## src/rtl/riscv_mmio_ctrl_if.sv

```systemverilog
// CPU load/store access bus and UART byte streams of the Riscv150 MMIO controller.
interface riscv_mmio_ctrl_if;
    logic        stall;
    logic [31:0] addr;
    logic [31:0] wdata;
    logic [3:0]  we;
    logic        re;
    logic [31:0] rdata;
    logic        inst_retired;
    logic [7:0]  uart_rx_data;
    logic        uart_rx_valid;
    logic        uart_rx_ready;
    logic [7:0]  uart_tx_data;
    logic        uart_tx_valid;
    logic        uart_tx_ready;

    modport master (
        output stall, addr, wdata, we, re, inst_retired,
        output uart_rx_data, uart_rx_valid, uart_tx_ready,
        input  rdata, uart_rx_ready, uart_tx_data, uart_tx_valid
    );

    modport slave (
        input  stall, addr, wdata, we, re, inst_retired,
        input  uart_rx_data, uart_rx_valid, uart_tx_ready,
        output rdata, uart_rx_ready, uart_tx_data, uart_tx_valid
    );
endinterface

```

## src/rtl/riscv_mmio_ctrl.sv

```systemverilog
// MMIO controller: 0x8000_00xx register window, UART RX/TX FIFOs, cycle and instret counters.
// Load data is registered so it arrives in the writeback stage alongside dmem data.
module riscv_mmio_ctrl #(
    parameter int unsigned RX_DEPTH = 8,
    parameter int unsigned TX_DEPTH = 8,
    parameter int unsigned CNT_W    = 32
) (
    input logic              clk,
    input logic              rst,
    riscv_mmio_ctrl_if.slave bus
);
    localparam int unsigned RxAw = $clog2(RX_DEPTH);
    localparam int unsigned TxAw = $clog2(TX_DEPTH);
    localparam logic [RxAw:0] RxMax = (RxAw + 1)'(RX_DEPTH);
    localparam logic [TxAw:0] TxMax = (TxAw + 1)'(TX_DEPTH);

    localparam logic [7:0] OffStatus = 8'h00;
    localparam logic [7:0] OffRxData = 8'h04;
    localparam logic [7:0] OffTxData = 8'h08;
    localparam logic [7:0] OffCycle  = 8'h10;
    localparam logic [7:0] OffInstr  = 8'h14;
    localparam logic [7:0] OffCntClr = 8'h18;
    localparam logic [7:0] OffFifo   = 8'h1C;

    logic [7:0]      rx_mem [RX_DEPTH];
    logic [RxAw-1:0] rx_wptr_q, rx_rptr_q;
    logic [RxAw:0]   rx_cnt_q, rx_cnt_d;
    logic [7:0]      tx_mem [TX_DEPTH];
    logic [TxAw-1:0] tx_wptr_q, tx_rptr_q;
    logic [TxAw:0]   tx_cnt_q, tx_cnt_d;
    logic            rx_ovf_q, rx_ovf_d, tx_ovf_q, tx_ovf_d;
    logic [CNT_W-1:0] cycle_q, cycle_d, instr_q, instr_d;
    logic [31:0]     rdata_q, rdata_d, rd_val;

    logic sel, acc, st, ld, rx_empty, rx_full, tx_empty, tx_full;
    logic rx_push, rx_pop, rx_rd, tx_req, tx_push, tx_pop, tx_drop, ovf_clr, cnt_clr;

    // A simultaneous load and store counts as a store only.
    assign sel = bus.addr[31:8] == 24'h800000;
    assign acc = (bus.re || (|bus.we)) && !bus.stall;
    assign st  = (|bus.we) && !bus.stall && sel;
    assign ld  = bus.re && !(|bus.we) && !bus.stall && sel;

    assign rx_empty = rx_cnt_q == '0;
    assign rx_full  = rx_cnt_q == RxMax;
    assign tx_empty = tx_cnt_q == '0;
    assign tx_full  = tx_cnt_q == TxMax;

    assign rx_push = bus.uart_rx_valid && !rx_full;
    assign rx_rd   = ld && (bus.addr[7:0] == OffRxData);
    assign rx_pop  = rx_rd && !rx_empty;

    // A store into a full TX FIFO is kept only if the UART drains an entry the same cycle.
    assign tx_pop  = !tx_empty && bus.uart_tx_ready;
    assign tx_req  = st && (bus.addr[7:0] == OffTxData) && bus.we[0];
    assign tx_push = tx_req && (!tx_full || tx_pop);
    assign tx_drop = tx_req && tx_full && !tx_pop;

    assign ovf_clr = st && (bus.addr[7:0] == OffFifo);
    assign cnt_clr = st && (bus.addr[7:0] == OffCntClr);

    always_comb begin
        rx_cnt_d = rx_cnt_q;
        if (rx_push && !rx_pop) rx_cnt_d = rx_cnt_q + (RxAw + 1)'(1);
        if (!rx_push && rx_pop) rx_cnt_d = rx_cnt_q - (RxAw + 1)'(1);
        tx_cnt_d = tx_cnt_q;
        if (tx_push && !tx_pop) tx_cnt_d = tx_cnt_q + (TxAw + 1)'(1);
        if (!tx_push && tx_pop) tx_cnt_d = tx_cnt_q - (TxAw + 1)'(1);

        // Sticky set beats a same-cycle clear.
        rx_ovf_d = (rx_rd && rx_empty) ? 1'b1 : (ovf_clr ? 1'b0 : rx_ovf_q);
        tx_ovf_d = tx_drop ? 1'b1 : (ovf_clr ? 1'b0 : tx_ovf_q);

        cycle_d = cnt_clr ? '0 : cycle_q + CNT_W'(1);
        instr_d = instr_q;
        if (cnt_clr) instr_d = '0;
        else if (bus.inst_retired && !bus.stall) instr_d = instr_q + CNT_W'(1);
    end

    always_comb begin
        rd_val = '0;
        case (bus.addr[7:0])
            OffStatus: rd_val = {30'b0, !rx_empty, !tx_full};
            OffRxData: rd_val = {24'b0, rx_empty ? 8'h00 : rx_mem[rx_rptr_q]};
            OffCycle:  rd_val = 32'(cycle_q);
            OffInstr:  rd_val = 32'(instr_q);
            OffFifo:   rd_val = {8'h00, 8'(rx_cnt_q), 8'(tx_cnt_q), 6'b0, rx_ovf_q, tx_ovf_q};
            default:   rd_val = '0;
        endcase
        rdata_d = rdata_q;
        if (acc) rdata_d = ld ? rd_val : '0;
    end

    always_ff @(posedge clk) begin
        if (rx_push) rx_mem[rx_wptr_q] <= bus.uart_rx_data;
        if (tx_push) tx_mem[tx_wptr_q] <= bus.wdata[7:0];
    end

    always_ff @(posedge clk) begin
        if (rst) begin
            rx_wptr_q <= '0;
            rx_rptr_q <= '0;
            rx_cnt_q  <= '0;
            tx_wptr_q <= '0;
            tx_rptr_q <= '0;
            tx_cnt_q  <= '0;
            rx_ovf_q  <= 1'b0;
            tx_ovf_q  <= 1'b0;
            cycle_q   <= '0;
            instr_q   <= '0;
            rdata_q   <= '0;
        end else begin
            if (rx_push) rx_wptr_q <= rx_wptr_q + RxAw'(1);
            if (rx_pop)  rx_rptr_q <= rx_rptr_q + RxAw'(1);
            if (tx_push) tx_wptr_q <= tx_wptr_q + TxAw'(1);
            if (tx_pop)  tx_rptr_q <= tx_rptr_q + TxAw'(1);
            rx_cnt_q <= rx_cnt_d;
            tx_cnt_q <= tx_cnt_d;
            rx_ovf_q <= rx_ovf_d;
            tx_ovf_q <= tx_ovf_d;
            cycle_q  <= cycle_d;
            instr_q  <= instr_d;
            rdata_q  <= rdata_d;
        end
    end

    assign bus.rdata         = rdata_q;
    assign bus.uart_rx_ready = !rx_full;
    assign bus.uart_tx_valid = !tx_empty;
    assign bus.uart_tx_data  = tx_empty ? 8'h00 : tx_mem[tx_rptr_q];
endmodule

```

## src/flat_wrapper.sv

```systemverilog
// flat-port wrapper written by rule: the top's interface ports become plain ports
module riscv_mmio_ctrl_flat 
#(
    parameter int unsigned RX_DEPTH = 8,
    parameter int unsigned TX_DEPTH = 8,
    parameter int unsigned CNT_W    = 32
)
  (clk, rst, bus_stall, bus_addr, bus_wdata, bus_we, bus_re, bus_inst_retired, bus_uart_rx_data, bus_uart_rx_valid, bus_uart_tx_ready, bus_rdata, bus_uart_rx_ready, bus_uart_tx_data, bus_uart_tx_valid);
  riscv_mmio_ctrl_if bus_i ();
  input logic clk;
  input logic rst;
  input wire logic [$bits(bus_i.stall)-1:0] bus_stall;
  input wire logic [$bits(bus_i.addr)-1:0] bus_addr;
  input wire logic [$bits(bus_i.wdata)-1:0] bus_wdata;
  input wire logic [$bits(bus_i.we)-1:0] bus_we;
  input wire logic [$bits(bus_i.re)-1:0] bus_re;
  input wire logic [$bits(bus_i.inst_retired)-1:0] bus_inst_retired;
  input wire logic [$bits(bus_i.uart_rx_data)-1:0] bus_uart_rx_data;
  input wire logic [$bits(bus_i.uart_rx_valid)-1:0] bus_uart_rx_valid;
  input wire logic [$bits(bus_i.uart_tx_ready)-1:0] bus_uart_tx_ready;
  output wire logic [$bits(bus_i.rdata)-1:0] bus_rdata;
  output wire logic [$bits(bus_i.uart_rx_ready)-1:0] bus_uart_rx_ready;
  output wire logic [$bits(bus_i.uart_tx_data)-1:0] bus_uart_tx_data;
  output wire logic [$bits(bus_i.uart_tx_valid)-1:0] bus_uart_tx_valid;
  assign bus_i.stall = bus_stall;
  assign bus_i.addr = bus_addr;
  assign bus_i.wdata = bus_wdata;
  assign bus_i.we = bus_we;
  assign bus_i.re = bus_re;
  assign bus_i.inst_retired = bus_inst_retired;
  assign bus_i.uart_rx_data = bus_uart_rx_data;
  assign bus_i.uart_rx_valid = bus_uart_rx_valid;
  assign bus_i.uart_tx_ready = bus_uart_tx_ready;
  assign bus_rdata = bus_i.rdata;
  assign bus_uart_rx_ready = bus_i.uart_rx_ready;
  assign bus_uart_tx_data = bus_i.uart_tx_data;
  assign bus_uart_tx_valid = bus_i.uart_tx_valid;
  riscv_mmio_ctrl #(.RX_DEPTH(RX_DEPTH), .TX_DEPTH(TX_DEPTH), .CNT_W(CNT_W)) u_core (.clk(clk), .rst(rst), .bus(bus_i));
endmodule
```

## config.mk

```make
export PLATFORM = sky130hd
export DESIGN_NAME = riscv_mmio_ctrl_flat
export DESIGN_NICKNAME = d
export VERILOG_FILES = /design/src/rtl/riscv_mmio_ctrl_if.sv /design/src/rtl/riscv_mmio_ctrl.sv /design/src/flat_wrapper.sv
export SDC_FILE = /design/constraint.sdc
export NUM_CORES = 1
export LEC_CHECK = 0
export ABC_AREA = 1
export CAP_MARGIN = 20
export CORE_MARGIN = 4
export CORE_UTILIZATION = 25
export CTS_BUF_LIST = sky130_fd_sc_hd__clkbuf_4
export DETAILED_ROUTE_END_ITERATION = 8
export PLACE_DENSITY = 0.4
export SETUP_SLACK_MARGIN = 0.02
export SYNTH_ARGS = -nofsm -noshare
export SYNTH_HDL_FRONTEND = slang
export SYNTH_SLANG_ARGS = --single-unit
```

## constraint.sdc

```tcl
create_clock -name clk -period 5.6 [get_ports clk]
set_clock_uncertainty 0.05 [all_clocks]
set_input_delay 1.12 -clock clk [delete_from_list [all_inputs] [get_ports clk]]
set_output_delay 1.12 -clock clk [all_outputs]
set_load 0.005 [all_outputs]
```

==> summary.txt, run 1 <==
TIMING
------------------------------------------------------------------------------------------
Minimum period implied by the final worst setup slack                              4.25 ns
Final hold slack                                                                  0.408 ns
Total setup violations reported at the end of the flow                                   0
TNS Setup                                                                             0 ns
Slew HR                                                                              0.292
Number of hold violations in the final report                                            0
Final cycle utilization of the critical path                                         0.759
Fmax                                                                             0.235 GHz
Actual transition at the worst max-transition pin                                  1.06 ns
RSZ-0062 raised after global routing                                                 false
Count of final max-slew check failures                                                   0
Slack of the critical path                                                         1.35 ns

SETUP PATH
------------------------------------------------------------------------------------------
Crit path launch type                                                             register
R2R Setup Slk                                                                      2.91 ns
Crit path kind                                                                  reg -> out
Biggest fanout along the worst timing path                                              32
Required time reported for the critical path endpoint                              4.43 ns
Data arrival time of the worst path                                                3.08 ns
Capturing element type of the critical path                                    output port

SYNTH
------------------------------------------------------------------------------------------
Share of synthesized registers carrying an async set or reset                            0
Synthesized netlist cell count                                                        1282
Synth Area in XOR/XNOR                                                              0.0148
Synth Cell Area                                                                  11200 µm²
Sequential fraction of the synthesis area                                            0.564
Count of cell types in the netlist                                                      44
Post-synthesis adder-cell area fraction                                             0.0140
Combinational family with the most area after synthesis                       simple AND/OR/NAND/NOR gates
Number of register bits inferred by synthesis                                          252
Complex-gate fraction of the synthesized area                                        0.134
Count of flip-flops with a built-in enable after synthesis                             128
Post-synth net total                                                                  1377
Fraction of synthesized area in multiplexers                                             0
Prevailing post-synth register cell                                           sky130_fd_sc_hd__edfxtp_1
Yosys warnings                                                                           0
Synthesized-area fraction occupied by and/or/nand/nor cells                          0.217
Mean post-synth cell area                                                         8.75 µm²

FINAL LAYOUT
------------------------------------------------------------------------------------------
Final layout net count                                                                1532
Layout Area Growth over Synthesis                                                    24.7%
Most common cell after layout, fill and taps aside                            sky130_fd_sc_hd__nand2_1
Top library cells by usage in the layout, fill and taps aside                 sky130_fd_sc_hd__nand2_1 (213), sky130_fd_sc_hd__nor2_1 (205), sky130_fd_sc_hd__edfxtp_1 (128)
Finished Layout Cells                                                                 2082
Proportion of layout cells with a drive suffix above 1                               0.116

CTS
------------------------------------------------------------------------------------------
Clk Tree Root Cell                                                            sky130_fd_sc_hd__clkbuf_4
Maximum count of clock buffers along a single path                                       3
Post-CTS Resized                                                                         0
Skew-Pair Late Insertion Delay                                                     0.72 ns
Clock edge transition at the registers on the reported setup and hold paths        0.06 ns
Number of levels in the clock H-tree                                                     3
Number of buffers added by the clock tree synthesis step                                75
Clock sink count                                                                       252
Post-CTS setup buffer count                                                              0
Number of hold buffers added after CTS                                                   0
TritonCTS clock tree                                                                 built

ROUTE
------------------------------------------------------------------------------------------
First DRT Iteration DRCs                                                               444
Total Routed Length                                                               34100 µm
Number of iterations in the first detailed-routing pass                                  4
Routed via count                                                                      9333
Routed vias/inst                                                                      4.48
Post-detailed-route DRC marker count                                                     0
Average wire per standard cell                                                     16.4 µm
Number of antenna-violating nets in the routed design                                    0

PLACE
------------------------------------------------------------------------------------------
Placement-stage worst setup slack                                                  1.37 ns
Routability-driven placement congestion ratio                                        0.789
Placed cell count                                                                     1951
Buffers on Ports                                                                       100
Detail Placement HPWL                                                             23400 µm

FLOORPLAN
------------------------------------------------------------------------------------------
Rows                                                                                    77
Die Area                                                                         48300 µm²
Die boundary height                                                                 220 µm
Io pins                                                                                125
Initial cell density of the core                                                     0.253
Die width                                                                           220 µm
Floorplan Core Area                                                              44300 µm²

GRT
------------------------------------------------------------------------------------------
Vias in the first global route                                                        9253
Maximum number of pins on one net before global-route repair                            45
Global route total overflow                                                              0
Antenna violations before repair                                                         2
Tot GR Track Use                                                                     0.141
First-pass GRT wire length                                                        52500 µm

PWR
------------------------------------------------------------------------------------------
Leakage power                                                                      4.78 nW
Part of the power in registers                                                       0.488
Net switching power of the design                                                 0.899 mW
Total power divided by cell area                                                287 nW/µm²
Sw Share                                                                             0.224
Combinational cell fraction of total power                                           0.034
Post-route total power                                                             4.02 mW
VDD IR max                                                                        0.147 mV
Internal power of the cells                                                        3.12 mW
Share of power burned in the clock network                                           0.478

HOLD PATH
------------------------------------------------------------------------------------------
Worst hold-check path type                                                      reg -> reg

RUN
------------------------------------------------------------------------------------------
Max-capacitance violation count                                                          0

OUTCOME
------------------------------------------------------------------------------------------
Outcome                                                                          completed

==> metrics by stage <==
stage	area (µm²)	util
after global placement	12900	0.292
after floorplan	11200	-
after global routing	14000	0.316
after detailed placement	12900	0.292
final	14000	0.316
after CTS	14000	0.315
==> critical path, cell delays in order, from the launching register on <==
cell                              delay (ns)
sky130_fd_sc_hd__dfxtp_1                0.31
sky130_fd_sc_hd__inv_1                  0.68
sky130_fd_sc_hd__o21ai_0                0.21
sky130_fd_sc_hd__o22ai_1                0.16
sky130_fd_sc_hd__o21ai_0                0.12
sky130_fd_sc_hd__a31oi_1                0.32
sky130_fd_sc_hd__clkdlybuf4s50_1        0.57
==> flip-flops by register name, summed over array words and instances, names as in the netlist, named ones only <==
register,flops
u_core.rx_rptr_q,3
u_core.rx_ovf_q,1
u_core.tx_rptr_q,3
u_core.tx_cnt_q,4
u_core.instr_q,32
u_core.tx_mem,64
u_core.cycle_q,32
u_core.tx_ovf_q,1
u_core.bus.rdata,32
u_core.rx_mem,64
u_core.tx_wptr_q,3
u_core.rx_cnt_q,4
u_core.rx_wptr_q,3
==> power by group through the flow <==
stage / logic [mW] / clock network, mW / registers, mW
finish: 0.135 / 1.92 / 1.96
global route: 0.151 / 2.09 / 1.96
CTS: 0.138 / 2.02 / 1.96
detailed placement: 0.138 / 0 / 2.00
global placement: 0.137 / 0 / 2.00
floorplan: 0.0568 / 0 / 2.00
==> kinds of logic after synthesis <==
logic type                 Yosys count
adders and majority gates           12
xor gates and xnor gates            19
and+or+nand+nor                    559
AOI/OAI and AO/OA                  274
buffers and inverters              166
DFF                                252
==> layer usage <==
layer,GRT usage,up-vias,wire length [µm]
li1,-,4727,-
met1,0.191,4329,16500
met2,0.221,211,15200
met3,0.0324,64,1600
met4,0.0488,2,773
met5,0,-,12
==> Yosys cell counts, types with 2 or more instances <==
cell                       instances  share of area
sky130_fd_sc_hd__o21a_1            3         0.0020
sky130_fd_sc_hd__xor2_1           15          0.012
sky130_fd_sc_hd__o21ai_1           2        0.00089
sky130_fd_sc_hd__o22ai_1          22          0.012
sky130_fd_sc_hd__nor2_1          206          0.069
sky130_fd_sc_hd__inv_1           121          0.040
sky130_fd_sc_hd__dfxtp_1         124           0.22
sky130_fd_sc_hd__clkbuf_1         33          0.011
sky130_fd_sc_hd__nor4_1            4         0.0022
sky130_fd_sc_hd__o211ai_1         18          0.012
sky130_fd_sc_hd__nor2_4            5         0.0050
sky130_fd_sc_hd__edfxtp_1        128           0.34
sky130_fd_sc_hd__nand4_1          18          0.010
sky130_fd_sc_hd__buf_2             7         0.0031
sky130_fd_sc_hd__ha_1             11          0.012
sky130_fd_sc_hd__nand3_1          42          0.019
sky130_fd_sc_hd__a21oi_1          88          0.039
sky130_fd_sc_hd__nand3_4           2         0.0031
sky130_fd_sc_hd__nand2_2           7         0.0039
sky130_fd_sc_hd__nor3_4            2         0.0029
sky130_fd_sc_hd__o21ai_0         118          0.053
sky130_fd_sc_hd__xnor2_1           4         0.0031
sky130_fd_sc_hd__o221ai_1          5         0.0039
sky130_fd_sc_hd__a31oi_1          11         0.0061
sky130_fd_sc_hd__inv_2             2        0.00067
sky130_fd_sc_hd__nand2_1         213          0.071
sky130_fd_sc_hd__nor3_1           44          0.020
sky130_fd_sc_hd__nor3b_1           5         0.0033
sky130_fd_sc_hd__nand3_2           2         0.0018
sky130_fd_sc_hd__a211oi_1          2         0.0013
sky130_fd_sc_hd__clkinv_1          2        0.00067
sky130_fd_sc_hd__or2_2             4         0.0022
==> worst paths after layout <==
path,startpoint,to,cells past startpoint
max,register,bus_uart_tx_data[0],6
min reg2reg,u_core.cycle_q[31],u_core.cycle_q[31],2
max reg2reg,u_core.tx_cnt_q[0],u_core.tx_cnt_q[3],15
min,u_core.cycle_q[31],u_core.cycle_q[31],2
==> area by class of cell <==
type	instances	area [µm²]
Inverter	125	469
Tap cell	592	741
Multi-Input combinational cell	864	4270
Timing Repair Buffer	119	1160
Sequential cell	252	6330
Fill cell	4745	30300
Clock inverter	13	164
Antenna cell	2	5.00
Clock buffer	115	863
Power figures use the tool's default switching activity.
==> inputs of run 2 (changes only) <==
--- a/config.mk
+++ b/config.mk
@@ -11,7 +11,7 @@
 export CORE_UTILIZATION = 25
 export CTS_BUF_LIST = sky130_fd_sc_hd__clkbuf_4
 export DETAILED_ROUTE_END_ITERATION = 8
-export PLACE_DENSITY = 0.4
+export PLACE_DENSITY = 0.41
 export SETUP_SLACK_MARGIN = 0.02
 export SYNTH_ARGS = -nofsm -noshare
 export SYNTH_HDL_FRONTEND = slang
==> constraint.sdc (replaced) <==
create_clock -name clk -period 3.7 [get_ports clk]
set_clock_uncertainty 0.05 [all_clocks]
set_input_delay 0.74 -clock clk [delete_from_list [all_inputs] [get_ports clk]]
set_output_delay 0.74 -clock clk [all_outputs]
set_load 0.005 [all_outputs]
==> summary.txt, run 2 (synthesis gave the netlist of run 1 again) <==
PLACE
------------------------------------------------------------------------------------------
Placement-stage worst setup slack                                                 0.213 ns   -1.16 ns
Placement Cell Area                                                              13100 µm²   +0.97%
Buffers on Ports                                                                       100   unchanged
Detail Placement HPWL                                                             23600 µm   +0.73%
Routability-driven placement congestion ratio                                        0.798   +1.2%

CTS
------------------------------------------------------------------------------------------
TritonCTS clock tree                                                                 built
Skew-Pair Late Insertion Delay                                                     0.79 ns   +0.07 ns
Clock sink count                                                                       252   unchanged
Number of levels in the clock H-tree                                                     3   unchanged
Clock edge transition at the registers on the reported setup and hold paths        0.05 ns   about the same
Number of hold buffers added after CTS                                                   0   unchanged
Number of buffers added by the clock tree synthesis step                                75   unchanged
Maximum count of clock buffers along a single path                                       3   unchanged
Clk Tree Root Cell                                                            sky130_fd_sc_hd__clkbuf_4

ROUTE
------------------------------------------------------------------------------------------
Average wire per standard cell                                                     16.0 µm   -2.0%
Number of antenna-violating nets in the routed design                                    0   unchanged
First DRT Iteration DRCs                                                               499   +12%
Post-detailed-route DRC marker count                                                     0   unchanged
Total Routed Length                                                               33800 µm   -0.71%
Routed vias/inst                                                                      4.48   about the same
Routed via count                                                                      9456   +1.3%
Number of iterations in the first detailed-routing pass                                  5   +1

SETUP PATH
------------------------------------------------------------------------------------------
Top cell family by delay on the critical path                                 buffers and inverters
Crit path launch type                                                             register
Biggest fanout along the worst timing path                                              21   -34%
Data arrival time of the worst path                                                2.66 ns   -0.42 ns
Crit path max-delay cell type                                                 sky130_fd_sc_hd__clkdlybuf4s50_1
Critical path, cell by cell                                                   buf_6 > o21ai_0 > o22ai_1 > o21ai_0 > a31oi_1 > clkdlybuf4s50_1
Required time reported for the critical path endpoint                              2.91 ns   -1.52 ns
Most Frequent Cell on Critical Path                                           sky130_fd_sc_hd__o21ai_0
Capturing element type of the critical path                                    output port
Crit path kind                                                                  reg -> out
WP buf/inv                                                                               2   unchanged
Worst path max stage delay                                                         0.55 ns   -0.13 ns

FINAL LAYOUT
------------------------------------------------------------------------------------------
Top library cells by usage in the layout, fill and taps aside                 sky130_fd_sc_hd__nand2_1 (213), sky130_fd_sc_hd__nor2_1 (205), sky130_fd_sc_hd__edfxtp_1 (128)
Most common cell after layout, fill and taps aside                            sky130_fd_sc_hd__nand2_1
Layout Area Growth over Synthesis                                                    25.4%
Biggest regs                                                                  u_core.rx_mem (64), u_core.tx_mem (64)
Final layout net count                                                                1552   +1.3%
Proportion of layout cells with a drive suffix above 1                               0.125   +0.00857
Number of filler instances in the final layout                                        4776   +0.65%
Total non-filler cell area in the finished layout                                14100 µm²   +0.55%

FLOORPLAN
------------------------------------------------------------------------------------------
Die boundary height                                                                 220 µm   unchanged
Io pins                                                                                125   unchanged
Floorplan Core Area                                                              44300 µm²   unchanged
Initial cell density of the core                                                     0.253   unchanged
Die width                                                                           220 µm   unchanged
Die Area                                                                         48300 µm²   unchanged
Rows                                                                                    77   unchanged

OUTCOME
------------------------------------------------------------------------------------------
Outcome                                                                          completed

TIMING
------------------------------------------------------------------------------------------
Slew HR                                                                              0.489   +0.197
Fmax                                                                             0.290 GHz
Count of final max-slew check failures                                                   0   unchanged
Actual transition at the worst max-transition pin                                 0.760 ns   -0.298 ns
Final cycle utilization of the critical path                                         0.934
Minimum period implied by the final worst setup slack                              3.45 ns
Final hold slack                                                                  0.407 ns   -0.000708 ns
Number of hold violations in the final report                                            0   unchanged
RSZ-0062 raised after global routing                                                 false
TNS Setup                                                                             0 ns   unchanged
Slack of the critical path                                                        0.246 ns   -1.11 ns
Total setup violations reported at the end of the flow                                   0   unchanged

GRT
------------------------------------------------------------------------------------------
Global route total overflow                                                              0   unchanged
Maximum number of pins on one net before global-route repair                            38   -16%
Antenna violations before repair                                                         2   unchanged
First-pass GRT wire length                                                        52800 µm   +0.47%
Tot GR Track Use                                                                     0.142   +0.000925
Vias in the first global route                                                        9584   +3.6%

RUN
------------------------------------------------------------------------------------------
Max-capacitance violation count                                                          0   unchanged

PWR
------------------------------------------------------------------------------------------
VDD IR max                                                                        0.287 mV   +95%
Total power divided by cell area                                                411 nW/µm²   +43%
Leakage power                                                                      4.84 nW   +1.2%

HOLD PATH
------------------------------------------------------------------------------------------
Worst hold-check path type                                                      reg -> reg

[run 2: cell count changes in the layout (fill, tap and decap cells not counted), sizes merged]
cell / delta
inv: +2
clkinvlp: +2
diode: +1
clkinv: +15
buf: +20
bufinv: -4
clkbuf: -9
[run 2: cell type report]
cell class              count  area [µm²]  share of cell area
well taps                 592         741              0.0526
clock inverters            28         133             0.00942
multi-input cells         864        4270               0.303
inverters                 125         477              0.0339
flip-flops and latches    252        6330               0.449
clock buffers             106         796              0.0565
diodes                      3        7.51            0.000533
repair buffers            139        1330              0.0941
[run 2: layer usage]
layer / up-vias / share of wire / track usage
met5: - / 0 / 0
met4: 0 / 0.029 / 0.0553
met3: 74 / 0.049 / 0.0401
met2: 194 / 0.45 / 0.224
met1: 4416 / 0.47 / 0.184
li1: 4772 / - / -
[run 2: what timing repair did]
action | CTS | global route
buffers inserted | 0 | 5
resized for setup | 0 | 3
setup endpoints to repair | 0 | 8
[run 2: worst reg2reg max path: cells and delay by family (launching register included)]
kind	cells	cell delay (ns)
AO/OA/AOI/OAI	1	0.26
adder cells (fa/ha/maj)	1	0.31
buffers and inverters	3	0.38
flip-flops	1	0.33
AND/OR/NAND/NOR	10	1.28
[run 2: power by group]
part | internal, mW | total [mW] | switching (mW) | leakage (nW)
registers | 2.96 | 2.97 | 0.0123 | 2.16
logic | 0.0880 | 0.207 | 0.119 | 2.13
clock network | 1.33 | 2.60 | 1.27 | 0.554
[run 2: worst paths after layout]
path	from	depth (start not counted)	to	slack [ns]
worst min register to register	u_core.cycle_q[31]	2	u_core.cycle_q[31]	0.41
worst max-delay path	register	6	bus_uart_tx_data[7]	0.25
worst min-delay path	u_core.cycle_q[31]	2	u_core.cycle_q[31]	0.41
worst max register to register	u_core.tx_cnt_q[2]	15	u_core.tx_cnt_q[3]	1.01
[run 2: metrics by stage]
stage / utilization / power, mW / cells
CTS: 0.316 / 5.90 / 2100
floorplan: - / 3.11 / 1282
detailed placement: 0.295 / 3.24 / 1966
global placement: 0.295 / 3.24 / 1966
global route: 0.318 / 6.07 / 2109
finish: 0.318 / 5.78 / 2109
==> inputs of run 3 (changes only) <==
--- a/config.mk
+++ b/config.mk
@@ -5,8 +5,8 @@
 export SDC_FILE = /design/constraint.sdc
 export NUM_CORES = 1
 export LEC_CHECK = 0
-export ABC_AREA = 1
 export CAP_MARGIN = 20
+export CORE_ASPECT_RATIO = 0.8
 export CORE_MARGIN = 4
 export CORE_UTILIZATION = 25
 export CTS_BUF_LIST = sky130_fd_sc_hd__clkbuf_4
==> summary.txt, run 3 <==
FLOORPLAN
------------------------------------------------------------------------------------------
Io pins                                                                                125   unchanged
Rows                                                                                    67   -13%
Initial cell density of the core                                                     0.255   +0.00135
Die Area                                                                         46200 µm²   -4.3%
Die boundary height                                                                 193 µm   -12%
Die width                                                                           239 µm   +8.9%
Floorplan Core Area                                                              42100 µm²   -5.0%

TIMING
------------------------------------------------------------------------------------------
Actual transition at the worst max-transition pin                                 0.857 ns   +0.0976 ns
Slew HR                                                                              0.428   -0.0612
Number of hold violations in the final report                                            0   unchanged
Count of final max-slew check failures                                                   0   unchanged
Final cycle utilization of the critical path                                         0.928   -0.00514
Fmax                                                                             0.291 GHz   +0.55%
Slack of the critical path                                                        0.265 ns   +0.0190 ns
Minimum period implied by the final worst setup slack                              3.44 ns   -0.0190 ns
TNS Setup                                                                             0 ns   unchanged
Total setup violations reported at the end of the flow                                   0   unchanged
RSZ-0062 raised after global routing                                                 false
Final hold slack                                                                  0.406 ns   -0.00157 ns

SYNTH
------------------------------------------------------------------------------------------
Synth Cell Area                                                                  10700 µm²   -4.5%
Count of cell types in the netlist                                                      60   +36%
Count of flip-flops with a built-in enable after synthesis                             128   unchanged
Prevailing post-synth register cell                                           sky130_fd_sc_hd__edfxtp_1
Mean post-synth cell area                                                         12.4 µm²   +41%
Number of register bits inferred by synthesis                                          252   unchanged
Synthesized netlist cell count                                                         867   -32%
Share of the synthesized area in the top cell type                                   0.359   +0.0163
Yosys warnings                                                                           0   unchanged
Sequential fraction of the synthesis area                                            0.591   +0.0268
Share of synthesized registers carrying an async set or reset                            0   unchanged
Top post-synthesis cells by count                                             sky130_fd_sc_hd__nor2_1 (130), sky130_fd_sc_hd__edfxtp_1 (128), sky130_fd_sc_hd__dfxtp_1 (124)
Most frequent cell after synthesis                                            sky130_fd_sc_hd__nor2_1
Library cell occupying the most area in the post-synthesis netlist            sky130_fd_sc_hd__edfxtp_1
Largest cells by area after synthesis                                         sky130_fd_sc_hd__edfxtp_1 (36%), sky130_fd_sc_hd__dfxtp_1 (23%), sky130_fd_sc_hd__mux4_2 (6.7%)
Post-synth net total                                                                   962   -30%

FINAL LAYOUT
------------------------------------------------------------------------------------------
Final layout net count                                                                1150   -26%
Total non-filler cell area in the finished layout                                13700 µm²   -2.9%
Number of filler instances in the final layout                                        4185   -12%
Biggest regs                                                                  u_core.rx_mem (64), u_core.tx_mem (64)
Top library cells by usage in the layout, fill and taps aside                 sky130_fd_sc_hd__nor2_1 (130), sky130_fd_sc_hd__edfxtp_1 (128), sky130_fd_sc_hd__dfxtp_1 (124)
Multi-input gate area                                                             4170 µm²   -2.5%
Finished Layout Cells                                                                 1656   -21%
Proportion of layout cells with a drive suffix above 1                               0.213   +0.0882
Most common cell after layout, fill and taps aside                            sky130_fd_sc_hd__nor2_1
Total area of sequential cells                                                    6330 µm²   unchanged
Layout Area Growth over Synthesis                                                    27.5%

PWR
------------------------------------------------------------------------------------------
Part of the power in registers                                                       0.503   -0.011
Total power divided by cell area                                                434 nW/µm²   +5.6%
Internal power of the cells                                                        4.65 mW   +6.2%
Leakage power                                                                      4.57 nW   -5.5%
Combinational cell fraction of total power                                           0.036   about the same
VDD IR max                                                                        0.194 mV   -33%
Sw Share                                                                             0.215   -0.0272
Share of power burned in the clock network                                           0.461   +0.010
Net switching power of the design                                                  1.28 mW   -9.0%

CTS
------------------------------------------------------------------------------------------
Number of buffers added by the clock tree synthesis step                                72   -4.0%
Number of hold buffers added after CTS                                                   0   unchanged
Number of levels in the clock H-tree                                                     3   unchanged
Skew-Pair Late Insertion Delay                                                     0.70 ns   -0.09 ns
Maximum count of clock buffers along a single path                                       3   unchanged
Clock edge transition at the registers on the reported setup and hold paths        0.06 ns   about the same
Clk Tree Root Cell                                                            sky130_fd_sc_hd__clkbuf_4
Post-CTS Resized                                                                         0   unchanged
TritonCTS clock tree                                                                 built
Clock sink count                                                                       252   unchanged
Post-CTS setup buffer count                                                              0   unchanged

SETUP PATH
------------------------------------------------------------------------------------------
Reg2reg path depth                                                                      11   -4
Data arrival time of the worst path                                                2.65 ns   about the same
Crit path kind                                                                  reg -> out
Biggest fanout along the worst timing path                                              16   -24%
Worst setup path end                                                          bus_uart_tx_data[1]
Required time reported for the critical path endpoint                              2.91 ns   about the same
FF-to-FF End                                                                  u_core.rx_cnt_q[2]
Capturing element type of the critical path                                    output port
R2R Setup Slk                                                                      0.96 ns   -0.05 ns
Launch instance of the worst register-to-register path                        u_core.rx_cnt_q[0]
Crit path launch type                                                             register

GRT
------------------------------------------------------------------------------------------
Maximum number of pins on one net before global-route repair                            65   +71%
Vias in the first global route                                                        7550   -21%
Antenna violations before repair                                                         1   -1
Global route total overflow                                                              0   unchanged
First-pass GRT wire length                                                        44300 µm   -16%
Tot GR Track Use                                                                     0.125   -0.0167

ROUTE
------------------------------------------------------------------------------------------
Average wire per standard cell                                                     17.1 µm   +6.5%
Number of antenna-violating nets in the routed design                                    0   unchanged
Total Routed Length                                                               28300 µm   -16%
Number of iterations in the first detailed-routing pass                                  7   +2
Routed via count                                                                      7354   -22%
Post-detailed-route DRC marker count                                                     0   unchanged
First DRT Iteration DRCs                                                               375   -25%
Routed vias/inst                                                                      4.44   -0.96%

PLACE
------------------------------------------------------------------------------------------
Placed cell count                                                                     1533   -22%
Placement-stage worst setup slack                                              -0.00616 ns   -0.219 ns
Buffers on Ports                                                                       100   unchanged
Placement Cell Area                                                              12700 µm²   -2.9%
Detail Placement HPWL                                                             19500 µm   -17%
Routability-driven placement congestion ratio                                        0.713   -11%

HOLD PATH
------------------------------------------------------------------------------------------
Worst hold-check path type                                                      reg -> reg

OUTCOME
------------------------------------------------------------------------------------------
Outcome                                                                          completed

RUN
------------------------------------------------------------------------------------------
Max-capacitance violation count                                                          0   unchanged

==> run 3: cell types whose count changed in the layout (fill, tap and decap cells not counted), sizes merged, moves of 21 or more <==
| cell | delta |
|---|---|
| a21oi | -63 |
| inv | -109 |
| mux4 | +32 |
| nand2 | -162 |
| nand3 | -21 |
| nor2 | -80 |
| nor3 | -34 |
| o21ai | -107 |
| o22ai | -22 |
| xnor2 | +25 |
| xor2 | +23 |
==> run 3: final cells by class <==
cell class,count,share of cell area
diodes,1,0.000183
flip-flops and latches,252,0.463
inverters,16,0.00440
clock inverters,15,0.0122
clock buffers,107,0.0588
repair buffers,155,0.106
well taps,552,0.0506
multi-input cells,558,0.305
==> run 3: worst max-delay path: stages (launching register included) <==
cell and delay (ns):
sky130_fd_sc_hd__dfxtp_1 0.31, sky130_fd_sc_hd__buf_4 0.32, sky130_fd_sc_hd__mux4_2 0.55, sky130_fd_sc_hd__mux2i_1 0.26
sky130_fd_sc_hd__nor2_1 0.08, sky130_fd_sc_hd__clkdlybuf4s50_1 0.45
==> run 3: kinds of logic after synthesis <==
family          count (synthesis)  share of synthesized area
xor+xnor                       67                     0.0548
mux                            56                     0.0911
flops                         252                      0.591
buf+inv                        57                     0.0230
fa+ha+maj                      12                     0.0147
simple gates                  325                      0.160
compound gates                 98                     0.0660
==> run 3: routing by layer <==
metal	track usage	wire (µm)
met5	0	0
met1	0.170	13700
met3	0.0280	1330
met4	0.0482	595
met2	0.195	12600
==> run 3: how the worst min path moves through the flow <==
stage	end	from	cells after the start
finish	u_core.bus.rdata[18]	u_core.bus.rdata[18]	2
global route	u_core.rx_rptr_q[0]	rst	2
CTS	u_core.rx_rptr_q[0]	rst	2
detailed placement	u_core.bus.rdata[18]	u_core.bus.rdata[18]	2
global placement	u_core.bus.rdata[18]	u_core.bus.rdata[18]	2
floorplan	u_core.cycle_q[0]	u_core.cycle_q[0]	1
==> run 3: power by group through the flow <==
stage / Sequential, mW / Combinational (mW) / Clock, mW
global placement: 3.04 / 0.219 / 0
global route: 2.98 / 0.236 / 3.02
detailed placement: 3.04 / 0.219 / 0
finish: 2.98 / 0.214 / 2.73
CTS: 2.98 / 0.219 / 2.87
floorplan: 3.03 / 0.0848 / 0
==> run 3: metrics by stage <==
stage | total power [mW] | utilization
final | 5.93 | 0.325
after global routing | 6.23 | 0.325
after detailed placement | 3.26 | 0.302
after CTS | 6.07 | 0.325
after global placement | 3.26 | 0.302
after floorplan | 3.11 | -
